**src/rtl/ddr_tc_pkg.sv**
```systemverilog
// Shared types and constants for the DDR traffic checker.
// State and mode encodings plus Galois LFSR feedback masks per data width.
package ddr_tc_pkg;

  typedef enum logic [2:0] {
    S_IDLE,
    S_WAIT_INIT,
    S_WRITE,
    S_READ,
    S_DONE
  } state_t;

  typedef enum logic [1:0] {
    M_INCR     = 2'd0,
    M_INV_INCR = 2'd1,
    M_WALK1    = 2'd2,
    M_LFSR     = 2'd3
  } mode_t;

  // Right-shift Galois masks: bit (k-1) set for each x^k term.
  localparam logic [7:0]  LFSR_TAPS_8  = 8'hB8;
  localparam logic [15:0] LFSR_TAPS_16 = 16'hD008;
  localparam logic [31:0] LFSR_TAPS_32 = 32'h8020_0003;
  localparam logic [63:0] LFSR_TAPS_64 = 64'hD800_0000_0000_0000;

  function automatic logic [63:0] lfsr_taps(input int w);
    logic [63:0] t;
    case (w)
      8:       t = {56'd0, LFSR_TAPS_8};
      16:      t = {48'd0, LFSR_TAPS_16};
      32:      t = {32'd0, LFSR_TAPS_32};
      64:      t = LFSR_TAPS_64;
      default: t = 64'd0;
    endcase
    return t;
  endfunction

endpackage

```
**src/rtl/ddr_tc_patgen.sv**
```systemverilog
// Pattern generator shared by the write and read passes.
// Ports: clk, resetn, mode, seed, load (restart), advance (one beat), pattern.
module ddr_tc_patgen
  import ddr_tc_pkg::*;
#(
  parameter int DATA_W = 16
) (
  input  logic              clk,
  input  logic              resetn,
  input  mode_t             mode,
  input  logic [DATA_W-1:0] seed,
  input  logic              load,
  input  logic              advance,
  output logic [DATA_W-1:0] pattern
);

  localparam logic [DATA_W-1:0] TAPS =
    DATA_W'(lfsr_taps(DATA_W));

  logic [DATA_W-1:0] cnt;
  logic [DATA_W-1:0] walk;
  logic [DATA_W-1:0] lfsr;

  // All three generators run in parallel; mode only picks the output.
  always_ff @(posedge clk or negedge resetn) begin
    if (!resetn) begin
      cnt  <= '0;
      walk <= '0;
      lfsr <= '0;
    end else if (load) begin
      cnt  <= '0;
      walk <= DATA_W'(1);
      lfsr <= (seed == '0) ? DATA_W'(1) : seed;
    end else if (advance) begin
      cnt  <= cnt + DATA_W'(1);
      walk <= {walk[DATA_W-2:0], walk[DATA_W-1]};
      lfsr <= (lfsr >> 1) ^ (lfsr[0] ? TAPS : '0);
    end
  end

  always_comb begin
    pattern = cnt;
    unique case (mode)
      M_INCR:     pattern = cnt;
      M_INV_INCR: pattern = ~cnt;
      M_WALK1:    pattern = walk;
      M_LFSR:     pattern = lfsr;
      default:    pattern = cnt;
    endcase
  end

endmodule

```
**config.mk**
```make
export PLATFORM = sky130hd
export DESIGN_NAME = ddr_tc_patgen
export DESIGN_NICKNAME = d
export VERILOG_FILES = /design/src/rtl/ddr_tc_pkg.sv /design/src/rtl/ddr_tc_patgen.sv
export SDC_FILE = /design/constraint.sdc
export NUM_CORES = 1
export LEC_CHECK = 0
export ABC_CLOCK_PERIOD_IN_PS = 3300
export CORE_MARGIN = 4
export CORE_UTILIZATION = 55
export DETAILED_ROUTE_END_ITERATION = 10
export MAX_ROUTING_LAYER = met4
export PLACE_DENSITY = 0.8
export SLEW_MARGIN = 10
export SYNTH_ARGS = -nofsm -noshare
export SYNTH_HDL_FRONTEND = slang
export SYNTH_SLANG_ARGS = --single-unit
```
**constraint.sdc**
```tcl
create_clock -name clk -period 3.3 [get_ports clk]
set_input_delay 0.495 -clock clk [delete_from_list [all_inputs] [get_ports clk]]
set_output_delay 0.495 -clock clk [all_outputs]
set_load 0.005 [all_outputs]
```
; ---- Yosys cells after proc, flatten, opt, wreduce, memory -nomap -nowiden
; Index checks and enable logic that the tools add are counted.
[word_totals]
register_bits = 48
output_inout_bits = 16
[classes]
bitwise = 2
n_mux = 9
n_reduce_logical = 3
n_eq_ne = 3
add_sub_neg = 1
[op_table]
columns = cell, n
row1 = two-way mux 16 bit, 8
row2 = one-hot mux 16 bit (4 select lines), 1
row3 = adder 16 x 1 -> 16 bit (second input constant), 1
row4 = logical NOT 16 bit, 1
row5 = NOT 16 bit, 1
row6 = XOR 15 x 16 -> 16 bit, 1
row7 = == test 2 bit (second input constant), 2
row8 = == test 2 x 1 -> 1 bit (second input constant), 1
row9 = logical NOT 2 bit, 1
row10 = nonzero test 2 bit, 1

; ---- Logic depth before layout (Yosys ltp)
; Gate-level depths: netlist (run 1).
[depth]
depth_word = 4
mapped_depth = 6

; ---- Worst setup path after synthesis (run 1)
; No wires, ideal clock.
[synth_path]
kind = input -> register
start = in advance
end = reg cnt[15]
setup_ns = 0.077
path_stages = 5
setup_slack_ns = 1.491
arrival_ns = 1.732
path_cell_list = buf_4 -> o21ai_1 -> or4_4 -> or3_1 -> a21oi_1
[synth_between]
elab_chain_len = 1
[synth_lines]
columns = element, line_no
row1 = start: declaration, ddr_tc_patgen.sv:13  ; input logic advance,
row2 = nonzero test 2 bit (no line), n/a
row3 = end signal: assignment, ddr_tc_patgen.sv:35  ; cnt <= cnt + DATA_W'(1);
row4 = end: declaration, ddr_tc_patgen.sv:20  ; logic [DATA_W-1:0] cnt;
; Every way passes these cells.
; A chain may end at the register's enable or synchronous reset.

; ---- Worst setup path in the final report (run 1)
[layout_path]
start = in mode[0]
end = out pattern[8]
[layout_between]
elab_chain_len = 2
elab_cells_between_ends = 5
classes_between = eq/ne (3) / mux (1) / reduce/logical (1)
[layout_lines]
columns = element, line_no
row1 = start: declaration, ddr_tc_patgen.sv:10  ; input mode_t mode,
row2 = == test 2 bit (tied with other cells), ddr_tc_patgen.sv:43  ; unique case (mode)
row3 = one-hot mux 16 bit (4 select lines) (*), ddr_tc_patgen.sv:43
row4 = end: declaration, ddr_tc_patgen.sv:14  ; output logic [DATA_W-1:0] pattern
; Every way passes the cells marked *; elsewhere a longest branch is shown, timed or not.

==> flow_summary.json, run 1 <==
{
  "synth_seq_cells": 48,
  "io_pins": 38,
  "ys.flop_type": "dfrtp_1",
  "vias": 2166,
  "period_share_pct": 82.19,
  "top_layer_used": "met4",
  "nets": 352,
  "setup_ws_ns": 0.5877,
  "synth-edff-count": 0,
  "synthesis.nets": 324,
  "crit_top_cell": "clkdlybuf4s50_1",
  "fin_util_pct": 66.81,
  "max_freq_mhz": 368.7,
  "status": "finished, final reports clean",
  "num_antenna_cells": 0,
  "cp-start-kind": "primary input",
  "wl_um": 5828,
  "path_buf_inv": 3,
  "met2_length_um": 2820,
  "dr.pass1.iters": 4,
  "clock_path_buffers": 2,
  "die_h_um": 77.68,
  "netlist_instances": 301,
  "numCtsBuffers": 5,
  "grt-ovfl-total": 0,
  "worstPathArrival_ns": 2.22,
  "holdBufCountCts": 0,
  "grt_usage_pct": 20.87,
  "start_util_pct": 56.53,
  "vdd_drop_max_mv": 0.3328,
  "core_area_um2": 4723,
  "synth.top_cells.by_count": "dfrtp_1 (48), nand2_1 (37), nor2_1 (31)",
  "routedWlPerCell_um": 14.68,
  "finalSetupTns_ns": 0,
  "yosysWarnings": 0,
  "dieArea_um2": 6033,
  "postCtsSetupRepairBufs": 0,
  "synth.area.top_cells": "dfrtp_1 (45%), mux2i_1 (10%), nand2b_1 (6.3%)",
  "worstMarginPinSlew_ns": 1.033,
  "synth_top_cell_area_share_pct": 44.99,
  "p_per_area_nw_per_um2": 377.1,
  "ctsResizeCount": 0,
  "root_buffer": "clkbuf_8",
  "maxCapViolCount": 0,
  "drcViolationCount": 0,
  "period_needed_ns": 2.712,
  "route.met3.wl_um": 201,
  "ys_types": 33,
  "hold_viol": 0,
  "dp_slack_ns": 0.5995,
  "antenna_found_initial": 0,
  "critical_path_required_ns": 2.80,
  "drtIter0Drc": 147,
  "cts_tree": "done",
  "h-tree-depth": 2,
  "hold_path_class": "in2async",
  "dp_hpwl_um": 4056,
  "place_congestion": 0.8162,
  "area_growth_pct": 18.18,
  "ys_seq_area_share_pct": 44.99,
  "synth_largest_area_cell": "dfrtp_1",
  "synthArstFlopShare_pct": 100.0,
  "crit_fanout": 28,
  "m1WireLength_um": 2739,
  "first_global_vias": 2034,
  "relSlewSlack_pct": 31.12,
  "grt_pass1_wl_um": 9722,
  "vias_per_cell": 5.456,
  "clkTransAtPathRegs_ns": 0.08,
  "syn_avg_cell_area_um2": 8.871,
  "cts_sinks": 48,
  "critPathCaptureType": "output port",
  "critPathSlowestCell": "clkdlybuf4s50_1",
  "crit_chain": "clkdlybuf4s50_1 > inv_2 > a21oi_1 > a31oi_1 > clkdlybuf4s50_1",
  "drv_slew": 0,
  "synth_most_common_cell": "dfrtp_1",
  "crit_type": "in2out",
  "clock_latency_ns": 0.30,
  "cpPeakStageDelay_ns": 0.54,
  "grt_max_degree": 51,
  "setup_viol": 0,
  "detail-route-antenna-nets": 0,
  "portBuffers": 37,
  "syn_area_um2": 2670,
  "worst_path_dominant_cell_family": "buffers and inverters",
  "fin_worst_skew_ns": 0.005530,
  "row_count": 25,
  "rsz0062_at_grt": "no",
  "leakagePower_nw": 1.319,
  "fp.dieW_um": 77.68,
  "drive_gt1_share_pct": 5.152
}
metrics by stage:
stage	hold slack, ns	instance area (um^2)	power [mW]	cells
final	0.3756	3156	1.190	397
after global routing	0.4556	3156	1.252	397
after CTS	0.4092	3156	1.208	397
after detailed placement	0.5068	3065	0.8514	389
after global placement	0.5118	3065	0.8480	389
after floorplan	0.1994	2670	0.7551	301
cell families after synthesis:
logic type / after synthesis / synth area share, %
AO/OA/AOI/OAI: 66 / 13.73
multiplexers: 28 / 10.50
AND/OR/NAND/NOR: 120 / 21.93
buffers and inverters: 24 / 3.795
XOR/XNOR: 14 / 4.592
adder cells (fa/ha/maj): 1 / 0.4685
flip-flops: 48 / 44.99
final cells by class:
class / count / area [um^2]
multi-input combinational: 229 / 1368
tap: 67 / 83.83
timing repair buffer: 41 / 397.9
inverter: 4 / 15.01
fill: 388 / 1568
clock buffer: 8 / 90.09
sequential: 48 / 1201
path summary, 6_finish.rpt:
path | start | end | slack (ns) | depth (start not counted)
worst max register to register | cnt[5]$_DFFE_PN0P_ | cnt[15]$_DFFE_PN0P_ | 1.45 | 4
max in group asynchronous | resetn | lfsr[3]$_DFFE_PN0P_ | 2.29 | 1
worst min register to register | walk[15]$_DFFE_PN0P_ | walk[0]$_DFFE_PN0P_ | 0.55 | 1
worst max-delay path | mode[0] | pattern[8] | 0.59 | 5
min in group clk | load | cnt[6]$_DFFE_PN0P_ | 0.53 | 2
worst min-delay path | resetn | walk[11]$_DFFE_PN0P_ | 0.38 | 1
power breakdown:
part           internal, mW  switching (mW)
Clock                 0.171           0.180
Combinational         0.104          0.0962
Sequential            0.614          0.0253
Total                 0.889           0.301
worst register-to-register path, delay by kind of cell, from the launching register on:
family / cells / cell delay, ns
compound gates: 1 / 0.14
flops: 1 / 0.44
simple gates: 3 / 1.20
sequential cells by signal, indices dropped and copies added (netlist names):
name	cells
cnt	16
walk	16
lfsr	16
layout by cell type (no fill, tap or decap), drive strengths merged:
cell type / Yosys / routed
o2111ai: 1 / 1
buf: 5 / 7
nand3: 3 / 3
xor2: 2 / 2
clkdlybuf4s50: 0 / 34
nor3: 4 / 4
dfrtp: 48 / 48
nand4: 3 / 3
mux2i: 28 / 28
nor2b: 3 / 3
or4: 1 / 1
nor2: 31 / 31
a211o: 1 / 1
a31oi: 14 / 14
a211oi: 3 / 3
clkbuf: 15 / 8
a21oi: 23 / 23
ha: 1 / 1
a41oi: 1 / 1
inv: 4 / 4
or2b: 1 / 1
nand2: 37 / 37
o21ai: 23 / 23
xnor2: 12 / 12
nor4: 6 / 6
nand2b: 27 / 27
or3: 4 / 4
per-layer routing:
layer | vias up | track usage, %
li1 | 1095 | -
met1 | 1022 | 27.89
met2 | 42 | 32.79
met3 | 7 | 3.364
met4 | 0 | 6.406
met5 | - | -
Note: power is estimated with default switching activity, not from simulation.
==> inputs of run 2 (changes only) <==
ABC_CLOCK_PERIOD_IN_PS = 2200   (was 3300)
CORE_UTILIZATION = 49   (was 55)
PLACE_DENSITY = 0.76   (was 0.8)
clock period = 2.2 ns   (was 3.3 ns; I/O delays follow)
==> run 2 against run 1 <==
Non-clock buffer count grew 10. Worst setup slack worse by 0.45 ns. Cell area rose by 5.1%. Critical endpoint is now pattern[5]. First-iteration DRC count is 34% higher. Via count is 5.1% higher. Critical path type is now reg2out. Largest cell class unchanged.
==> flow_summary.json, run 2 (synthesis results as in run 1) <==
{
  "dieArea_um2": 6695,
  "p_per_area_nw_per_um2": 596.7,
  "use_met3_pct": 3.838,
  "grt_max_degree": 38,
  "start_util_pct": 51.30,
  "cts_tree": "done",
  "fp.dieW_um": 81.82,
  "cts_sinks": 48,
  "r2r_cells": 4,
  "root_buffer": "clkbuf_8",
  "vias": 2277,
  "vdd_drop_max_mv": 0.3455,
  "io_pins": 38,
  "cp-startpoint": "cnt[5]$_DFFE_PN0P_",
  "postCtsSetupRepairBufs": 0,
  "first_global_vias": 2160,
  "status": "finished, final reports clean",
  "critPathCaptureType": "output port",
  "cp-start-kind": "flop",
  "num_antenna_cells": 0,
  "r2r_start": "cnt[5]$_DFFE_PN0P_",
  "drv_slew": 0,
  "detail-route-antenna-nets": 0,
  "drcViolationCount": 0,
  "place_congestion": 0.8632,
  "worstMarginPinSlew_ns": 0.6785,
  "hold_path_class": "in2async",
  "maxCapViolCount": 0,
  "grt_usage_pct": 21.62,
  "top_regs": "cnt: 16 flops, lfsr: 16 flops, walk: 16 flops",
  "setup_viol": 0,
  "place_inst": 401,
  "drtIter0Drc": 197,
  "max_freq_mhz": 484.1,
  "nets": 363,
  "hold_ws_ns": 0.05084,
  "grt_util_met2_pct": 32.15,
  "busiest_layer": "met2",
  "period_needed_ns": 2.066,
  "rrSetupSlack_ns": 0.34,
  "portBuffers": 37,
  "worstPathArrival_ns": 1.74,
  "fin_worst_skew_ns": 0.005714,
  "grt_pass1_wl_um": 10570,
  "hold_viol": 0,
  "grt-ovfl-total": 0,
  "die_h_um": 81.82,
  "period_share_pct": 93.89,
  "area_growth_pct": 24.18,
  "critPathCapture": "pattern[5]",
  "antenna_found_initial": 0,
  "relSlewSlack_pct": 54.72,
  "rsz0062_at_grt": "no",
  "numCtsBuffers": 5,
  "clkTransAtPathRegs_ns": 0.09,
  "rr_endpoint": "cnt[15]$_DFFE_PN0P_",
  "holdBufCountCts": 0,
  "dp_hpwl_um": 4281,
  "routedWlPerCell_um": 15.65,
  "clock_latency_ns": 0.30,
  "final_common_cell": "dfrtp_1",
  "final_cell_mix": "dfrtp_1 (48), nand2_1 (37), clkdlybuf4s50_1 (32)",
  "core_area_um2": 5205,
  "crit_fanout": 5,
  "drive_gt1_share_pct": 9.091,
  "h-tree-depth": 2,
  "clock_path_buffers": 2,
  "wl_um": 6434,
  "finalNonFillerCells": 411,
  "met1_usage_pct": 30.06,
  "power.total_mw": 1.979,
  "vias_per_cell": 5.540,
  "dr.pass1.iters": 4,
  "leakagePower_nw": 1.418,
  "critical_path_required_ns": 1.87,
  "row_count": 26,
  "crit_type": "reg2out"
}
[run 2: cell types whose count changed in the layout (fill, tap and decap cells not counted)]
cell | previous run | this run
buf_12 | 1 | 2
buf_4 | 3 | 11
bufbuf_16 | 0 | 1
bufinv_16 | 0 | 1
clkbuf_1 | 2 | 0
clkbuf_2 | 0 | 1
clkbuf_8 | 6 | 7
clkdlybuf4s50_1 | 34 | 32
clkinv_2 | 0 | 1
clkinv_4 | 0 | 1
dlymetal6s2s_1 | 0 | 1
inv_2 | 1 | 0
[run 2: power by group]
part / switching, mW / leakage, nW / internal [mW] / total, mW
clock network: 0.291 / 0.0645 / 0.401 / 0.692
logic: 0.151 / 0.720 / 0.175 / 0.326
registers: 0.0398 / 0.634 / 0.921 / 0.961
total: 0.482 / 1.42 / 1.50 / 1.98
[run 2: routing by layer]
metal,up-vias,share of wire [%]
met1,1086,46
met3,9,4.6
met4,0,1.5
met2,61,48
met5,-,0
li1,1121,-
[run 2: worst min-delay path by stage]
| stage | start | to | cells after the start |
|---|---|---|---|
| global placement | resetn | walk[9]$_DFFE_PN0P_ | 1 |
| global route | resetn | walk[9]$_DFFE_PN0P_ | 1 |
| detailed placement | resetn | walk[9]$_DFFE_PN0P_ | 1 |
| floorplan | resetn | cnt[0]$_DFFE_PN0P_ | 0 |
| CTS | resetn | walk[9]$_DFFE_PN0P_ | 1 |
| finish | resetn | walk[9]$_DFFE_PN0P_ | 1 |
[run 2: critical path: stages (launching register included)]
cell and delay (ns):
dfrtp_1 0.46, or2b_1 0.28, a31oi_1 0.17, clkdlybuf4s50_1 0.53
[run 2: stage by stage]
step | area (um^2) | TNS, ns | utilization [%] | setup WS [ns]
5_1_grt | 3316 | 0 | 63.70 | 0.04793
3_3_place_gp | 3149 | -0.9155 | 60.50 | -0.09814
6_report | 3316 | 0 | 63.70 | 0.1343
3_5_place_dp | 3149 | -1.092 | 60.50 | -0.1053
4_1_cts | 3311 | 0 | 63.61 | 0.007892
2_1_floorplan | 2670 | 0 | - | 0.5361
[run 2: area by class of cell]
class                   instances  area (um^2)
flip-flops and latches         48         1201
inverters                       4        20.02
multi-input cells             229         1368
fillers                       452         1889
clock buffers                   7        96.34
clock inverters                 1        30.03
repair inverters                1        5.005
repair buffers                 51        508.0
well taps                      70        87.58
[run 2: repair_timing]
| action | CTS | global route |
|---|---|---|
| setup endpoints to repair | 16 | 11 |
| cloned | 1 | 1 |
| resized for setup | 3 | 4 |
==> inputs of run 3 (changes only) <==
CORE_MARGIN = 2   (was 4)
GPL_ROUTABILITY_DRIVEN = 0   (was unset)
==> run 3 against run 2 <==
Core utilization is 0.78 points lower. Sequential cell count is the same. Cell count down 0.73%. Cell area decreased by 1.8%. Hold slack improved by 0.43 ns. Critical path depth rose by 3. Clock power decreased by 21%. Worst setup slack got worse by 0.050 ns. Critical path type is now in2out. Highest routed layer unchanged. Via count shrank 1.8%. Sequential share of layout area rose by 0.68 points.
==> flow_summary.json, run 3 (synthesis results as in run 1) <==
{
  "status": "finished, final reports clean",
  "multiInputGateArea_um2": 1368,
  "power.total_mw": 1.823,
  "grt_max_degree": 65,
  "root_buffer": "clkbuf_8",
  "critPathSlowestCell": "clkdlybuf4s50_1",
  "fp.dieW_um": 77.82,
  "grt-ovfl-total": 0,
  "grt_usage_pct": 22.22,
  "leakagePower_nw": 1.385,
  "postCtsSetupRepairBufs": 0,
  "crit_fanout": 18,
  "critPathCaptureType": "output port",
  "crit_chain": "dlygate4sd2_1 > bufbuf_16 > nor2_1 > a21oi_1 > a21oi_1 > clkdlybuf4s50_1",
  "critical_path_required_ns": 1.87,
  "finalSetupTns_ns": 0,
  "dp_hpwl_um": 4184,
  "routedWlPerCell_um": 15.14,
  "antenna_found_initial": 0,
  "first_global_vias": 2098,
  "final_cell_mix": "dfrtp_1 (48), nand2_1 (37), nor2_1 (31)",
  "placed_cell_area_um2": 3114,
  "ff_latch_area_um2": 1201,
  "hold_path_class": "in2async",
  "cp-start-kind": "primary input",
  "core_area_um2": 5172,
  "worstPathArrival_ns": 1.79,
  "drtIter0Drc": 133,
  "dieArea_um2": 6056,
  "drv_slew": 0,
  "drive_gt1_share_pct": 7.396,
  "hold_ws_ns": 0.4830,
  "vias": 2237,
  "cts_sinks": 48,
  "vias_per_cell": 5.483,
  "place_inst": 398,
  "clock_path_buffers": 2,
  "finalNonFillerCells": 408,
  "clock_latency_ns": 0.30,
  "p_per_area_nw_per_um2": 560.3,
  "io_pins": 38,
  "drcViolationCount": 0,
  "cpPeakStageDelay_ns": 0.52,
  "worst_path_dominant_cell_family": "buffers and inverters",
  "rsz0062_at_grt": "no",
  "h-tree-depth": 2,
  "period_needed_ns": 2.116,
  "worstMarginPinSlew_ns": 0.7050,
  "die_h_um": 77.82,
  "row_count": 26,
  "crit_top_cell": "a21oi_1",
  "hold_viol": 0,
  "grt_pass1_wl_um": 10350,
  "dr.pass1.iters": 4,
  "vdd_drop_max_mv": 0.3674,
  "nets": 360,
  "area_growth_pct": 21.88,
  "fillers": 453,
  "detail-route-antenna-nets": 0,
  "final_common_cell": "dfrtp_1",
  "period_share_pct": 96.17,
  "maxCapViolCount": 0,
  "numCtsBuffers": 5,
  "fin_worst_skew_ns": 0.008692,
  "start_util_pct": 51.62,
  "top_regs": "cnt: 16 flops, lfsr: 16 flops, walk: 16 flops",
  "portBuffers": 37,
  "num_antenna_cells": 0,
  "max_freq_mhz": 472.6,
  "setup_viol": 0,
  "cts_tree": "done",
  "r2r_start": "cnt[5]$_DFFE_PN0P_",
  "clkTransAtPathRegs_ns": 0.09,
  "design_area_um2": 3254,
  "path_buf_inv": 3,
  "relSlewSlack_pct": 52.95,
  "wl_um": 6176,
  "crit_type": "in2out",
  "cp-startpoint": "mode[1]"
}
run 3: where the power goes:
part	switching [mW]	total, mW	internal (mW)
Combinational	0.146	0.315	0.169
Sequential	0.0397	0.960	0.921
Clock	0.292	0.548	0.256
run 3: final timing paths:
path | to | slack [ns] | cells after the start
max | pattern[4] | 0.08 | 6
min | cnt[12]$_DFFE_PN0P_ | 0.48 | 2
max reg2reg | cnt[15]$_DFFE_PN0P_ | 0.35 | 4
min reg2reg | walk[5]$_DFFE_PN0P_ | 0.56 | 2
max in group asynchronous | walk[1]$_DFFE_PN0P_ | 0.95 | 3
min in group clk | walk[5]$_DFFE_PN0P_ | 0.56 | 2
run 3: cell type report:
cell class	count	area share, %
Inverter	4	0.6151
Clock buffer	7	2.653
Clock inverter	1	0.2307
Multi-Input combinational cell	229	42.02
Tap cell	70	2.691
Timing Repair Buffer	49	14.88
Sequential cell	48	36.91
run 3: what timing repair did:
action / in CTS / in global routing
gates resized for setup: 4 / 2
gates cloned: 1 / 0
endpoints found under the setup margin: 14 / 8
hold buffers: 1 / 0
hold endpoints to repair: 17 / 0
run 3: per-layer routing:
| layer | GRT usage [%] | part of all wire, % |
|---|---|---|
| met1 | 31.09 | 47 |
| met2 | 33.10 | 47 |
| met3 | 4.419 | 5.1 |
| met4 | 6.071 | 1.1 |
| met5 | - | 0 |
run 3: metrics by stage:
stage / setup slack [ns] / utilization [%]
after CTS: 0.02561 / 62.82
after detailed placement: -0.1148 / 60.21
final: 0.08420 / 62.92
after floorplan: 0.5361 / -
after global placement: -0.08739 / 60.21
after global routing: 0.004127 / 62.92
run 3: worst register-to-register path, stage by stage, from the launching register on:
cell	delay [ns]
dfrtp_1	0.45
nand4_2	0.22
or4_4	0.61
or3_1	0.37
a21oi_1	0.14
